--- src/rtl/pacman_pkg.sv ---
// Shared types and maze/probe helpers for the Pac-Man controller.
// dir_t encoding is also consumed by color_mapper.
package pacman_pkg;

  typedef enum logic [1:0] {
    DIR_RIGHT = 2'd0,
    DIR_DOWN  = 2'd1,
    DIR_LEFT  = 2'd2,
    DIR_UP    = 2'd3
  } dir_t;

  localparam logic [2:0] S_IDLE   = 3'd0;
  localparam logic [2:0] S_REQ_A  = 3'd1;
  localparam logic [2:0] S_REQ_B  = 3'd2;
  localparam logic [2:0] S_CUR_A  = 3'd3;
  localparam logic [2:0] S_CUR_B  = 3'd4;
  localparam logic [2:0] S_UPDATE = 3'd5;
  localparam logic [2:0] S_CHECK  = 3'd6;

  typedef enum logic [2:0] {
    ST_IDLE   = S_IDLE,
    ST_REQ_A  = S_REQ_A,
    ST_REQ_B  = S_REQ_B,
    ST_CUR_A  = S_CUR_A,
    ST_CUR_B  = S_CUR_B,
    ST_UPDATE = S_UPDATE,
    ST_CHECK  = S_CHECK
  } state_t;

  localparam logic [7:0] KEY_W = 8'h1A;
  localparam logic [7:0] KEY_A = 8'h04;
  localparam logic [7:0] KEY_S = 8'h16;
  localparam logic [7:0] KEY_D = 8'h07;

  localparam logic [9:0] SCREEN_W = 10'd640;
  localparam logic [9:0] SCREEN_H = 10'd480;

  typedef struct packed {
    logic [9:0] x;
    logic [9:0] y;
  } point_t;

  function automatic dir_t decode_key(input logic [7:0] key, input dir_t cur);
    case (key)
      KEY_D:   return DIR_RIGHT;
      KEY_S:   return DIR_DOWN;
      KEY_A:   return DIR_LEFT;
      KEY_W:   return DIR_UP;
      default: return cur;
    endcase
  endfunction

  // Leading-edge corner of the sprite for direction d; second selects the far corner.
  // Left/up rely on 10-bit wrap (0-1 = 1023) so the screen-bound check catches them.
  function automatic point_t probe_point(input dir_t d, input point_t p,
                                         input logic second, input logic [9:0] sz);
    point_t     r;
    logic [9:0] off;
    off = second ? sz - 10'd1 : 10'd0;
    r   = p;
    case (d)
      DIR_RIGHT: begin r.x = p.x + sz;     r.y = p.y + off;    end
      DIR_DOWN:  begin r.x = p.x + off;    r.y = p.y + sz;     end
      DIR_LEFT:  begin r.x = p.x - 10'd1;  r.y = p.y + off;    end
      default:   begin r.x = p.x + off;    r.y = p.y - 10'd1;  end
    endcase
    return r;
  endfunction

  function automatic point_t step(input dir_t d, input point_t p);
    point_t r;
    r = p;
    case (d)
      DIR_RIGHT: r.x = p.x + 10'd1;
      DIR_DOWN:  r.y = p.y + 10'd1;
      DIR_LEFT:  r.x = p.x - 10'd1;
      default:   r.y = p.y - 10'd1;
    endcase
    return r;
  endfunction

endpackage

--- src/rtl/pacman_controller_sprite_overlap.sv ---
// Bounding-box overlap test between two SPRITE x SPRITE sprites given their top-left corners.
module sprite_overlap #(
  parameter int SPRITE = 8
) (
  input  logic [9:0] ax,
  input  logic [9:0] ay,
  input  logic [9:0] bx,
  input  logic [9:0] by,
  output logic       overlap
);
  localparam logic signed [10:0] S = 11'(SPRITE);

  logic signed [10:0] dx, dy;

  assign dx = $signed({1'b0, bx}) - $signed({1'b0, ax});
  assign dy = $signed({1'b0, by}) - $signed({1'b0, ay});
  assign overlap = (dx > -S) && (dx < S) && (dy > -S) && (dy < S);
endmodule

--- src/rtl/pacman_controller.sv ---
// Frame-rate Pac-Man motion/game-state controller: probes walls via check_wall,
// steps the sprite, animates the mouth and latches ghost collision.
module pacman_controller
  import pacman_pkg::*;
#(
  parameter logic [9:0] START_X      = 10'd312,
  parameter logic [9:0] START_Y      = 10'd232,
  parameter int         MOUTH_FRAMES = 8,
  parameter int         SPRITE       = 8
) (
  input  logic       Clk,
  input  logic       Reset,
  input  logic       frame_clk,
  input  logic [7:0] keycode,
  input  logic       wall_hit,
  input  logic [9:0] ghost_redX,
  input  logic [9:0] ghost_redY,
  input  logic [9:0] ghost_greenX,
  input  logic [9:0] ghost_greenY,
  input  logic [9:0] ghost_aquaX,
  input  logic [9:0] ghost_aquaY,
  output logic [9:0] probe_x,
  output logic [9:0] probe_y,
  output logic [9:0] pacmanX,
  output logic [9:0] pacmanY,
  output logic [1:0] last_keypress,
  output logic       closePacman,
  output logic       death
);
  localparam logic [9:0]    SZ         = 10'(SPRITE);
  localparam int            CW         = (MOUTH_FRAMES > 1) ? $clog2(MOUTH_FRAMES) : 1;
  localparam logic [CW-1:0] MOUTH_LAST = CW'(MOUTH_FRAMES - 1);

  state_t        state;
  dir_t          dir, req;
  point_t        pos, probe;
  logic          frame_clk_d, armed, frame_edge, hit;
  logic          req_wall, cur_wall;
  logic [CW-1:0] mouth_cnt;
  logic [2:0][9:0] gx, gy;
  logic [2:0]      ghost_ov;

  assign pacmanX       = pos.x;
  assign pacmanY       = pos.y;
  assign last_keypress = dir;
  assign probe_x       = probe.x;
  assign probe_y       = probe.y;

  // armed blocks the spurious edge when frame_clk is already high as reset releases
  assign frame_edge = frame_clk & ~frame_clk_d & armed;

  always_comb begin
    probe = pos;
    case (state)
      ST_REQ_A: probe = probe_point(req, pos, 1'b0, SZ);
      ST_REQ_B: probe = probe_point(req, pos, 1'b1, SZ);
      ST_CUR_A: probe = probe_point(dir, pos, 1'b0, SZ);
      ST_CUR_B: probe = probe_point(dir, pos, 1'b1, SZ);
      default:  probe = pos;
    endcase
  end

  assign hit = wall_hit | (probe.x >= SCREEN_W) | (probe.y >= SCREEN_H);

  assign gx = {ghost_aquaX, ghost_greenX, ghost_redX};
  assign gy = {ghost_aquaY, ghost_greenY, ghost_redY};

  for (genvar g = 0; g < 3; g++) begin : g_ghost
    sprite_overlap #(.SPRITE(SPRITE)) u_ov (
      .ax      (pos.x),
      .ay      (pos.y),
      .bx      (gx[g]),
      .by      (gy[g]),
      .overlap (ghost_ov[g])
    );
  end

  always_ff @(posedge Clk or posedge Reset) begin
    if (Reset) begin
      state       <= ST_IDLE;
      dir         <= DIR_RIGHT;
      req         <= DIR_RIGHT;
      pos         <= '{x: START_X, y: START_Y};
      frame_clk_d <= 1'b0;
      armed       <= 1'b0;
      req_wall    <= 1'b0;
      cur_wall    <= 1'b0;
      mouth_cnt   <= '0;
      closePacman <= 1'b0;
      death       <= 1'b0;
    end else begin
      frame_clk_d <= frame_clk;
      if (!frame_clk) armed <= 1'b1;
      case (state)
        ST_IDLE: if (frame_edge) begin
          req   <= decode_key(keycode, dir);
          state <= ST_REQ_A;
        end
        ST_REQ_A: begin req_wall <= hit;            state <= ST_REQ_B;  end
        ST_REQ_B: begin req_wall <= req_wall | hit; state <= ST_CUR_A;  end
        ST_CUR_A: begin cur_wall <= hit;            state <= ST_CUR_B;  end
        ST_CUR_B: begin cur_wall <= cur_wall | hit; state <= ST_UPDATE; end
        ST_UPDATE: begin
          if (!death && (!req_wall || !cur_wall)) begin
            if (!req_wall) begin
              dir <= req;
              pos <= step(req, pos);
            end else begin
              pos <= step(dir, pos);
            end
            if (mouth_cnt == MOUTH_LAST) begin
              mouth_cnt   <= '0;
              closePacman <= ~closePacman;
            end else begin
              mouth_cnt <= mouth_cnt + 1'b1;
            end
          end
          state <= ST_CHECK;
        end
        ST_CHECK: begin
          if (|ghost_ov) death <= 1'b1;
          state <= ST_IDLE;
        end
        default: state <= ST_IDLE;
      endcase
    end
  end
endmodule
--- config.mk ---
export PLATFORM = sky130hd
export DESIGN_NAME = pacman_controller
export DESIGN_NICKNAME = d
export VERILOG_FILES = /design/src/rtl/pacman_pkg.sv /design/src/rtl/pacman_controller_sprite_overlap.sv /design/src/rtl/pacman_controller.sv
export SDC_FILE = /design/constraint.sdc
export NUM_CORES = 1
export LEC_CHECK = 0
export ABC_AREA = 1
export CELL_PAD_IN_SITES_DETAIL_PLACEMENT = 1
export CELL_PAD_IN_SITES_GLOBAL_PLACEMENT = 1
export CORE_ASPECT_RATIO = 0.8
export CORE_MARGIN = 1
export CORE_UTILIZATION = 38
export CTS_CLUSTER_DIAMETER = 30
export DETAILED_ROUTE_END_ITERATION = 16
export MAX_ROUTING_LAYER = met4
export PLACE_DENSITY_LB_ADDON = 0.1
export SYNTH_ARGS = -nofsm -noshare
export SYNTH_HDL_FRONTEND = slang
export SYNTH_HIERARCHICAL = 1
export SYNTH_SLANG_ARGS = --single-unit
--- constraint.sdc ---
create_clock -name Clk -period 2.88 [get_ports Clk]
set_input_delay 0.288 -clock Clk [delete_from_list [all_inputs] [get_ports Clk]]
set_output_delay 0.288 -clock Clk [all_outputs]
set_load 0.02 [all_outputs]
# Word level (Yosys, flattened, before mapping)
# Index checks and enable logic that the tools add are counted.
dict set report word_totals {
  regBits 36
  input_bits 72
  out_inout_bits 44
  word_cells 115
}
dict set report classes {
  n_addsub 15
  n_lt_le_gt_ge 14
  n_eq_ne 19
  n_mux 16
  bitwise_logic 9
  reduce_logical 30
}
# operator n
set ops {}
lappend ops {{$pmux W20 S3} 4}
lappend ops {{$pmux W10 S2} 4}
lappend ops {{$pmux W20 S4} 1}
lappend ops {{$gt A11 B4 Y1 const B} 6}
lappend ops {{$lt A11 B5 Y1 const B} 6}
lappend ops {{$sub A10 B10 Y11} 6}
lappend ops {{$add A10 B1 Y10 const B} 2}
lappend ops {{$add A10 B3 Y10 const B} 2}
lappend ops {{$add A10 B4 Y10 const B} 2}
lappend ops {{$mux W20} 1}
lappend ops {{$sub A10 B1 Y10 const B} 2}
lappend ops {{$pmux W3 S6} 1}
lappend ops {{$eq A8 B3 Y1 const B} 2}
lappend ops {{$eq A8 B5 Y1 const B} 2}
lappend ops {{$eq A3 B3 Y1 const B} 4}
lappend ops {{$ge A10 B10 Y1 const B} 1}
lappend ops {{$ge A10 B9 Y1 const B} 1}
lappend ops {{$logic_and A1 B1 Y1} 10}
lappend ops {{$pmux W2 S4} 1}
lappend ops {{$reduce_and A4 Y1} 2}
lappend ops {{$eq A3 B2 Y1 const B} 2}
lappend ops {{$mux W3} 2}
lappend ops {{$reduce_and A2 Y1} 3}
lappend ops {{$reduce_and A3 Y1} 2}
lappend ops {{other kinds (19)} 34}

# Longest topological paths before layout
# Gate-level depths: netlist of the first run.
dict set report depth {
  depth_word 8
  mapped_depth 18
  depth_no_buf 18
}

# Cells and area by module
# The synthesis of the first run kept the hierarchy.
# mod n_inst cells_each area_per_inst_um2 seq_area_each_um2
set modules_own_cells {}
lappend modules_own_cells {pacman_controller 1 672 4053.9 910.9}
lappend modules_own_cells {sprite_overlap 3 256 1272.5 0.0}

# Worst setup path before layout of the first run
# No wires, ideal clock.
dict set report synth_timing {
  path_kind {flip-flop to flip-flop}
  start {reg pos, in the netlist pacmanY[3]}
  end {reg cur_wall}
  setup_ns 0.117
  t_arrival_ns 2.192
  required_time_ns 2.763
  slack_ns 0.572
  stages_incl_launch_ff 14
  n_path_buf 0
  period_less_slack_ns 2.308
  path_cell_list {dfstp_2 ha_1 nand2_1 nor2_1 xor2_1 inv_1 a21oi_2 nand4_1 nand2_1 nor2_1 nor2_1 nand2_1 nand2_1 nand2_1}
}
dict set report synth_between {
  elab_chain_len 7
  word_cells_on_any_way 12
  cone_classes {add/sub: 3; order compare: 1; mux: 6; bitwise: 2}
}
# item line
set synth_lines {}
lappend synth_lines {{start, declared} pacman_controller.sv:36} ;# point_t pos, probe;
lappend synth_lines {{start signal, assigned} pacman_controller.sv:83} ;# pos <= '{x: START_X, y: START_Y};
lappend synth_lines {{start signal, assigned} pacman_controller.sv:107} ;# pos <= step(req, pos);
lappend synth_lines {{start signal, assigned} pacman_controller.sv:109} ;# pos <= step(dir, pos);
lappend synth_lines {{$sub A10 B1 Y10, or another cell as far along} pacman_pkg.sv:65} ;# default: begin r.x = p.x + off; r.y = p.y - 10'd1; end
lappend synth_lines {{$pmux W20 S3} pacman_pkg.sv:61} ;# case (d)
lappend synth_lines {{$pmux W20 S4 (*)} pacman_controller.sv:54} ;# case (state)
lappend synth_lines {{via probe_y[7]} pacman_controller.sv:23} ;# output logic [9:0] probe_y,
lappend synth_lines {{$ge A10 B9 Y1 (*)} pacman_controller.sv:63} ;# assign hit = wall_hit | (probe.x >= SCREEN_W) | (probe.y >= SCREEN_H);
lappend synth_lines {{$or A1 B1 Y1 (*)} pacman_controller.sv:63}
lappend synth_lines {{$or A1 B1 Y1} pacman_controller.sv:102} ;# ST_CUR_B: begin cur_wall <= cur_wall | hit; state <= ST_UPDATE; end
lappend synth_lines {{$pmux W1 S2 (*)} pacman_controller.sv:94} ;# case (state)
lappend synth_lines {{end signal, assigned} pacman_controller.sv:87} ;# cur_wall <= 1'b0;
lappend synth_lines {{end signal, assigned} pacman_controller.sv:101} ;# ST_CUR_A: begin cur_wall <= hit; state <= ST_CUR_B; end
lappend synth_lines {{end signal, assigned} pacman_controller.sv:102}
lappend synth_lines {{end, declared} pacman_controller.sv:38} ;# logic req_wall, cur_wall;
# The timed path passes the listed nets; every way through them passes the cells marked *.
# A chain may end at the register's enable or synchronous reset.

# Final worst setup path of the first run
dict set report layout_timing {
  start {reg pos, in the netlist pacmanX[5]}
  end {out probe_x[9]}
}
dict set report layout_between {
  elab_chain_len 3
  word_cells_on_any_way 8
  cone_classes {add/sub: 3; mux: 5}
}
# item line
set layout_lines {}
lappend layout_lines {{$add A10 B3 Y10, or another cell as far along} {pacman_pkg.sv:63, pacman_pkg.sv:65}}
lappend layout_lines {{$pmux W20 S3} pacman_pkg.sv:61}
lappend layout_lines {{$pmux W20 S4 (*)} pacman_controller.sv:54}
lappend layout_lines {{end, declared} pacman_controller.sv:22} ;# output logic [9:0] probe_x,
# Mark *: on every way between the ends. The rest lies on a longest branch, timed or not.

==> flow_metrics.env, run 1 <==
export IMPL_status="finished, final reports clean"
export IMPL_syn_nets=1590
export IMPL_busiest_layer="met2"
export IMPL_nFillCells=2894
export IMPL_synth_seq_area_share_pct=11.6
export IMPL_areaGrowthSynthToFinish_pct=28.1
export IMPL_cp_arrival_ps=2480
export IMPL_setup_violations=0
export IMPL_drive_gt1_share_pct=9.37
export IMPL_path_clk_slew_ps=60
export IMPL_ff2ff_setup_slack_ps=180
export IMPL_hold_viol_final=0
export IMPL_die_h_um=131
export IMPL_diodes=0
export IMPL_ys_flop_type="dfrtp_1"
export IMPL_grt_max_degree=37
export IMPL_crit_fanout=4
export IMPL_clock_path_buffers=2
export IMPL_vias=9926
export IMPL_grtUsageMet2_pct=47.9
export IMPL_first_pass_iters=5
export IMPL_cts_inserted_buffers=5
export IMPL_synth_seq_cells=36
export IMPL_maxCapViolCount=0
export IMPL_num_io_pins=116
export IMPL_via_per_inst=5.29
export IMPL_die_w_um=163
export IMPL_p_total_w=0.00395
export IMPL_portBuffers=115
export IMPL_synth_edff_count=0
export IMPL_ys_warn_count=6
export IMPL_required_ps=2590
export IMPL_vdd_drop_max_mv=0.401
export IMPL_finClkSkew_ps=5.88
export IMPL_grt_antenna_before_repair=0
export IMPL_nets=1760
export IMPL_wl_per_cell_um=16.4
export IMPL_syn_area_per_cell_sq_um=5.47
export IMPL_hpwl_mm=25.6
export IMPL_drc=0
export IMPL_power_leakage_nw=5.52
export IMPL_worst_pin_slew_ps=545
export IMPL_final_common_cell="nand2_1"
export IMPL_ant_nets=0
export IMPL_critPathCaptureType="output port"
export IMPL_synthArstFlopShare_pct=100
export IMPL_cellPowerDensity_mw_per_mm2=392
export IMPL_reg2reg_from="pacmanX[0]$_DFFE_PP0P_"
export IMPL_period_share_pct=96.1
export IMPL_core_area_sq_mm=0.0200
export IMPL_h_tree_depth=2
export IMPL_cts_tree="built"
export IMPL_die_area_sq_mm=0.0213
export IMPL_grt_pass1_vias=10000
export IMPL_start_util_pct=39.3
export IMPL_min_path_type="input port to async pin"
export IMPL_overflow=0
export IMPL_crit_path_start_kind="register"
export IMPL_clock_sinks=36
export IMPL_r2r_end="death$_DFFE_PP0P_"
export IMPL_worstSkewPairLatency_ps=300
export IMPL_fin_ws_ps=113
export IMPL_pre_cts_ws_ps=11.4
export IMPL_track_usage_pct=30.1
export IMPL_synth_cell_types=51
export IMPL_first_iter_violations=724
export IMPL_final_max_slew_viol_count=0
export IMPL_drt_total_wl_mm=30.7
export IMPL_gp_congestion=0.962
export IMPL_layout_common_cells="nand2_1 (464), inv_1 (269), nor2_1 (129)"
export IMPL_grt_pass1_wl_mm=49.7
export IMPL_slew_headroom_pct=63.7
export IMPL_syn_inst=1440
export IMPL_postCtsHoldBufs=0
export IMPL_fmax_ghz=0.361
export IMPL_grt_use_met3_pct=3.13
export IMPL_rr_worst_depth=18
export IMPL_fp_row_count=46
export IMPL_worstSetupPathType="register to output port"
export IMPL_timing_final_crit_period_ps=2770
export IMPL_root_buffer="clkbuf_16"
export IMPL_synthesis_area_sq_mm=0.00787
export IMPL_grt_use_met1_pct=40.9
## routing by layer
| layer | part of all wire [%] | routed length (um) | vias up |
|---|---|---|---|
| met4 | 1.8 | 541 | 0 |
| met5 | 0 | 0 | - |
| li1 | - | - | 4919 |
| met1 | 49 | 14900 | 4712 |
| met3 | 5.1 | 1550 | 47 |
| met2 | 45 | 13700 | 248 |
## metrics by stage
stage	hold slack (ps)	TNS, ps	utilization (%)	cells	instance area (sq um)
6_report	427	0	50.3	1875	10100
2_1_floorplan	319	0	-	1440	7870
4_1_cts	439	-16.9	49.5	1870	9920
5_1_grt	485	-4.52	50.3	1875	10100
3_5_place_dp	463	0	48.5	1862	9710
3_3_place_gp	461	0	48.5	1862	9710
## registers in the layout, indices dropped and copies added, names as in the netlist
name and count:
state 3, closePacman 1, last_keypress 2, pacmanX 10
req 2, frame_clk_d 1, pacmanY 10, cur_wall 1
mouth_cnt 3, death 1, req_wall 1, armed 1
## where the power goes
group / switching (W) / total, W / internal, W
registers: 0.0000881 / 0.000643 / 0.000554
logic: 0.00170 / 0.00265 / 0.000956
clock network: 0.000250 / 0.000657 / 0.000407
total: 0.00204 / 0.00395 / 0.00192
## cell type report
| cell class | instances | area [sq um] | share of cell area (%) |
|---|---|---|---|
| well taps | 264 | 330 | 3.28 |
| clock inverters | 3 | 42.5 | 0.422 |
| repair buffers | 179 | 1670 | 16.5 |
| clock buffers | 5 | 125 | 1.24 |
| multi-input cells | 1109 | 5950 | 59.0 |
| flip-flops and latches | 36 | 920 | 9.12 |
| inverters | 279 | 1050 | 10.4 |
## worst max path at each step
stage	to	slack (ps)	start	cells past startpoint
finish	probe_x[9]	110	pacmanX[5]$_DFFE_PP1P_	11
global placement	death$_DFFE_PP0P_	150	ghost_redY[0]	18
floorplan	cur_wall$_DFFE_PP0N_	570	pacmanY[3]$_DFFE_PP1P_	13
global route	probe_y[9]	-3	pacmanY[3]$_DFFE_PP1P_	11
detailed placement	death$_DFFE_PP0P_	10	ghost_greenX[0]	19
CTS	probe_x[7]	-20	last_keypress[0]$_DFFE_PP0P_	10
## worst max-delay path, stage by stage (launching register included)
cell	delay [ps]
dfstp_2	390
buf_4	140
inv_1	180
nand2_1	80
nor2_1	240
nand4_1	210
nand3_1	130
nand2_1	90
o21ai_1	150
nand3_2	140
and2_1	160
clkdlybuf4s15_1	280
## logic make-up after synthesis
| group | count (synthesis) | synth area share [%] |
|---|---|---|
| adders and majority gates | 78 | 13.0 |
| DFF | 36 | 11.6 |
| and+or+nand+nor | 817 | 44.0 |
| buffers and inverters | 295 | 14.3 |
| xor gates and xnor gates | 28 | 3.12 |
| AOI/OAI and AO/OA | 186 | 14.0 |
## repair_timing
item                       CTS  global route
setup endpoints to repair   18            18
resized for setup           21            40
buffers inserted             0             5
pin swaps                    0             3
## synth_stat cells (3+ instances only)
master	count	area (sq um)
nand2_1	468	1760
inv_1	269	1010
nor2_1	136	510
nand3_1	130	651
ha_1	72	901
a21oi_1	65	325
o21ai_0	58	290
dfrtp_1	28	701
xor2_1	24	210
nand4_1	22	138
nand2_2	17	106
nand3b_1	16	120
buf_2	11	55.1
o22ai_1	11	68.8
nor3_1	9	45.0
dfstp_2	8	210
inv_2	8	30.0
nor2_2	7	43.8
fa_1	6	120
o2111ai_1	6	52.6
o21bai_1	6	45.0
and2_1	5	31.3
o211ai_1	5	37.5
o21a_1	4	30.0
o221ai_1	4	35.0
xnor2_1	4	35.0
a21oi_2	3	26.3
a22oi_1	3	22.5
a31oi_1	3	18.8
clkbuf_1	3	11.3
No activity file was read; power rests on OpenSTA's default activity.
==> inputs of run 2 (changes only) <==
SLEW_MARGIN = 10   (was default)
==> results of run 2 <==
Same layout as run 1: the final DEF is identical, and so are final timing and power.
==> inputs of run 3 (changes only) <==
GPL_TIMING_DRIVEN = 0   (was default)
==> run 3 against run 2 <==
  * Clock skew fell by 2.6 ps
  * Cell count decreased by 1.7%
  * Wire length shrank 2.0%
  * Combinational power decreased by 4%
  * Global-route usage down 1.4 points
  * Critical path depth is 2 lower
  * Non-clock buffer count down 32
==> flow_metrics.env, run 3 (synthesis gave the netlist of run 1 again) <==
export IMPL_status="finished, final reports clean"
export IMPL_nets=1728
export IMPL_die_h_um=131
export IMPL_areaGrowthSynthToFinish_pct=25.3
export IMPL_period_share_pct=96.7
export IMPL_final_cells=1843
export IMPL_worstSetupPathType="register to output port"
export IMPL_root_buffer="clkbuf_16"
export IMPL_critPathSlowestCell="dfrtp_2"
export IMPL_p_total_w=0.00376
export IMPL_rsz0062_at_grt="yes"
export IMPL_wl_per_cell_um=16.3
export IMPL_core_area_sq_mm=0.0200
export IMPL_worst_pin_slew_ps=802
export IMPL_path_clk_slew_ps=60
export IMPL_timing_final_crit_period_ps=2790
export IMPL_p_int_w=0.00175
export IMPL_crit_path_start_kind="register"
export IMPL_gp_congestion=0.949
export IMPL_grt_pass1_vias=9478
export IMPL_start_util_pct=39.3
export IMPL_p_switching_w=0.00200
export IMPL_seqCellArea_sq_um=927
export IMPL_grt_max_degree=24
export IMPL_power_leakage_nw=5.24
export IMPL_maxCapViolCount=0
export IMPL_final_common_cell="nand2_1"
export IMPL_h_tree_depth=2
export IMPL_vias=9786
export IMPL_worstSkewPairLatency_ps=290
export IMPL_layout_common_cells="nand2_1 (463), inv_1 (264), nand3_1 (128)"
export IMPL_crit_fanout=8
export IMPL_cellPowerDensity_mw_per_mm2=381
export IMPL_fin_ws_ps=94.7
export IMPL_finClkSkew_ps=3.31
export IMPL_grt_antenna_before_repair=0
export IMPL_via_per_inst=5.31
export IMPL_pre_cts_ws_ps=-278
export IMPL_min_path_type="input port to async pin"
export IMPL_track_usage_pct=28.7
export IMPL_power_frac_comb_pct=67.6
export IMPL_nFillCells=2865
export IMPL_hpwl_mm=23.8
export IMPL_fmax_ghz=0.359
export IMPL_seqPwrFrac_pct=16.4
export IMPL_die_w_um=163
export IMPL_final_max_slew_viol_count=0
export IMPL_path_cells="inv_1 -> ha_2 -> inv_1 -> nor2_4 -> nor2_1 -> xor2_1 -> o2bb2ai_1 -> a221o_1 -> dlygate4sd2_1"
export IMPL_num_io_pins=116
export IMPL_ant_nets=0
export IMPL_slew_headroom_pct=46.1
export IMPL_diodes=0
export IMPL_cpPeakStageDelay_ps=480
export IMPL_required_ps=2590
export IMPL_overflow=0
export IMPL_cp_common_cell="inv_1"
export IMPL_fp_row_count=46
export IMPL_cts_inserted_buffers=5
export IMPL_setup_violations=0
export IMPL_fin_setup_tns_ps=0
export IMPL_clock_sinks=36
export IMPL_multi_input_comb_area_sq_mm=0.00603
export IMPL_first_iter_violations=721
export IMPL_p_clk_share_pct=16.1
export IMPL_vdd_drop_max_mv=0.442
export IMPL_portBuffers=115
export IMPL_critPathCaptureType="output port"
export IMPL_cts_tree="built"
export IMPL_die_area_sq_mm=0.0213
export IMPL_clock_path_buffers=2
export IMPL_hold_viol_final=0
export IMPL_cp_arrival_ps=2500
export IMPL_drt_total_wl_mm=30.1
export IMPL_drive_gt1_share_pct=8.99
export IMPL_switching_share_pct=53.3
export IMPL_grt_pass1_wl_mm=47.4
export IMPL_first_pass_iters=5
export IMPL_drc=0
export IMPL_dp_cells=1820
export IMPL_final_util_pct=49.2
[run 3: power by group through the flow]
stage / registers, W / logic, W / clock network [W]
after floorplan: 0.000595 / 0.00150 / 0
after global placement: 0.000605 / 0.00241 / 0
after detailed placement: 0.000609 / 0.00245 / 0
after CTS: 0.000609 / 0.00244 / 0.000611
after global routing: 0.000623 / 0.00274 / 0.000626
final: 0.000615 / 0.00254 / 0.000603
[run 3: per-stage QoR]
| stage | hold WS (ps) | instance area, sq um |
|---|---|---|
| floorplan | 319 | 7870 |
| global placement | 464 | 9350 |
| detailed placement | 470 | 9370 |
| CTS | 310 | 9700 |
| global route | 338 | 9860 |
| finish | 302 | 9860 |
[run 3: worst paths after layout]
check	startpoint	endpoint	slack, ps	depth (start not counted)
max	pacmanX[1]$_DFFE_PP0P_	probe_x[6]	90	9
min	Reset	mouth_cnt[1]$_DFFE_PP0P_	300	2
max reg2reg	pacmanY[3]$_DFFE_PP1P_	death$_DFFE_PP0P_	110	16
min reg2reg	closePacman$_DFFE_PP0P_	closePacman$_DFFE_PP0P_	480	1
max in group asynchronous	Reset	pacmanX[5]$_DFFE_PP1P_	2030	3
min in group Clk	closePacman$_DFFE_PP0P_	closePacman$_DFFE_PP0P_	480	1
[run 3: final cells by class]
cell class                 count  area share [%]
buffer                        16           0.939
clock buffer                   8            1.59
inverter                     279            10.7
sequential                    36            9.40
multi-input combinational   1109            61.1
tap                          264            3.35
timing repair buffer         131            12.9
[run 3: timing repair]
action	CTS	global route
resized for setup	67	42
setup buffers	6	9
setup endpoints to repair	21	15
pin swaps	1	4
hold buffers	0	0
[run 3: critical path, delay by kind of cell (launching register included)]
family,cells,cell delay (ps)
buffers and inverters,3,590
flip-flops,1,480
AO/OA/AOI/OAI,2,440
adder cells (fa/ha/maj),1,280
AND/OR/NAND/NOR,2,250
XOR/XNOR,1,150
[run 3: per-layer routing]
layer / wire length [um] / GRT usage (%) / share of wire (%)
met2: 13100 / 44.1 / 44
met4: 565 / 6.21 / 1.9
met1: 14800 / 40.2 / 49
met3: 1630 / 3.63 / 5.4
met5: 0 / - / 0
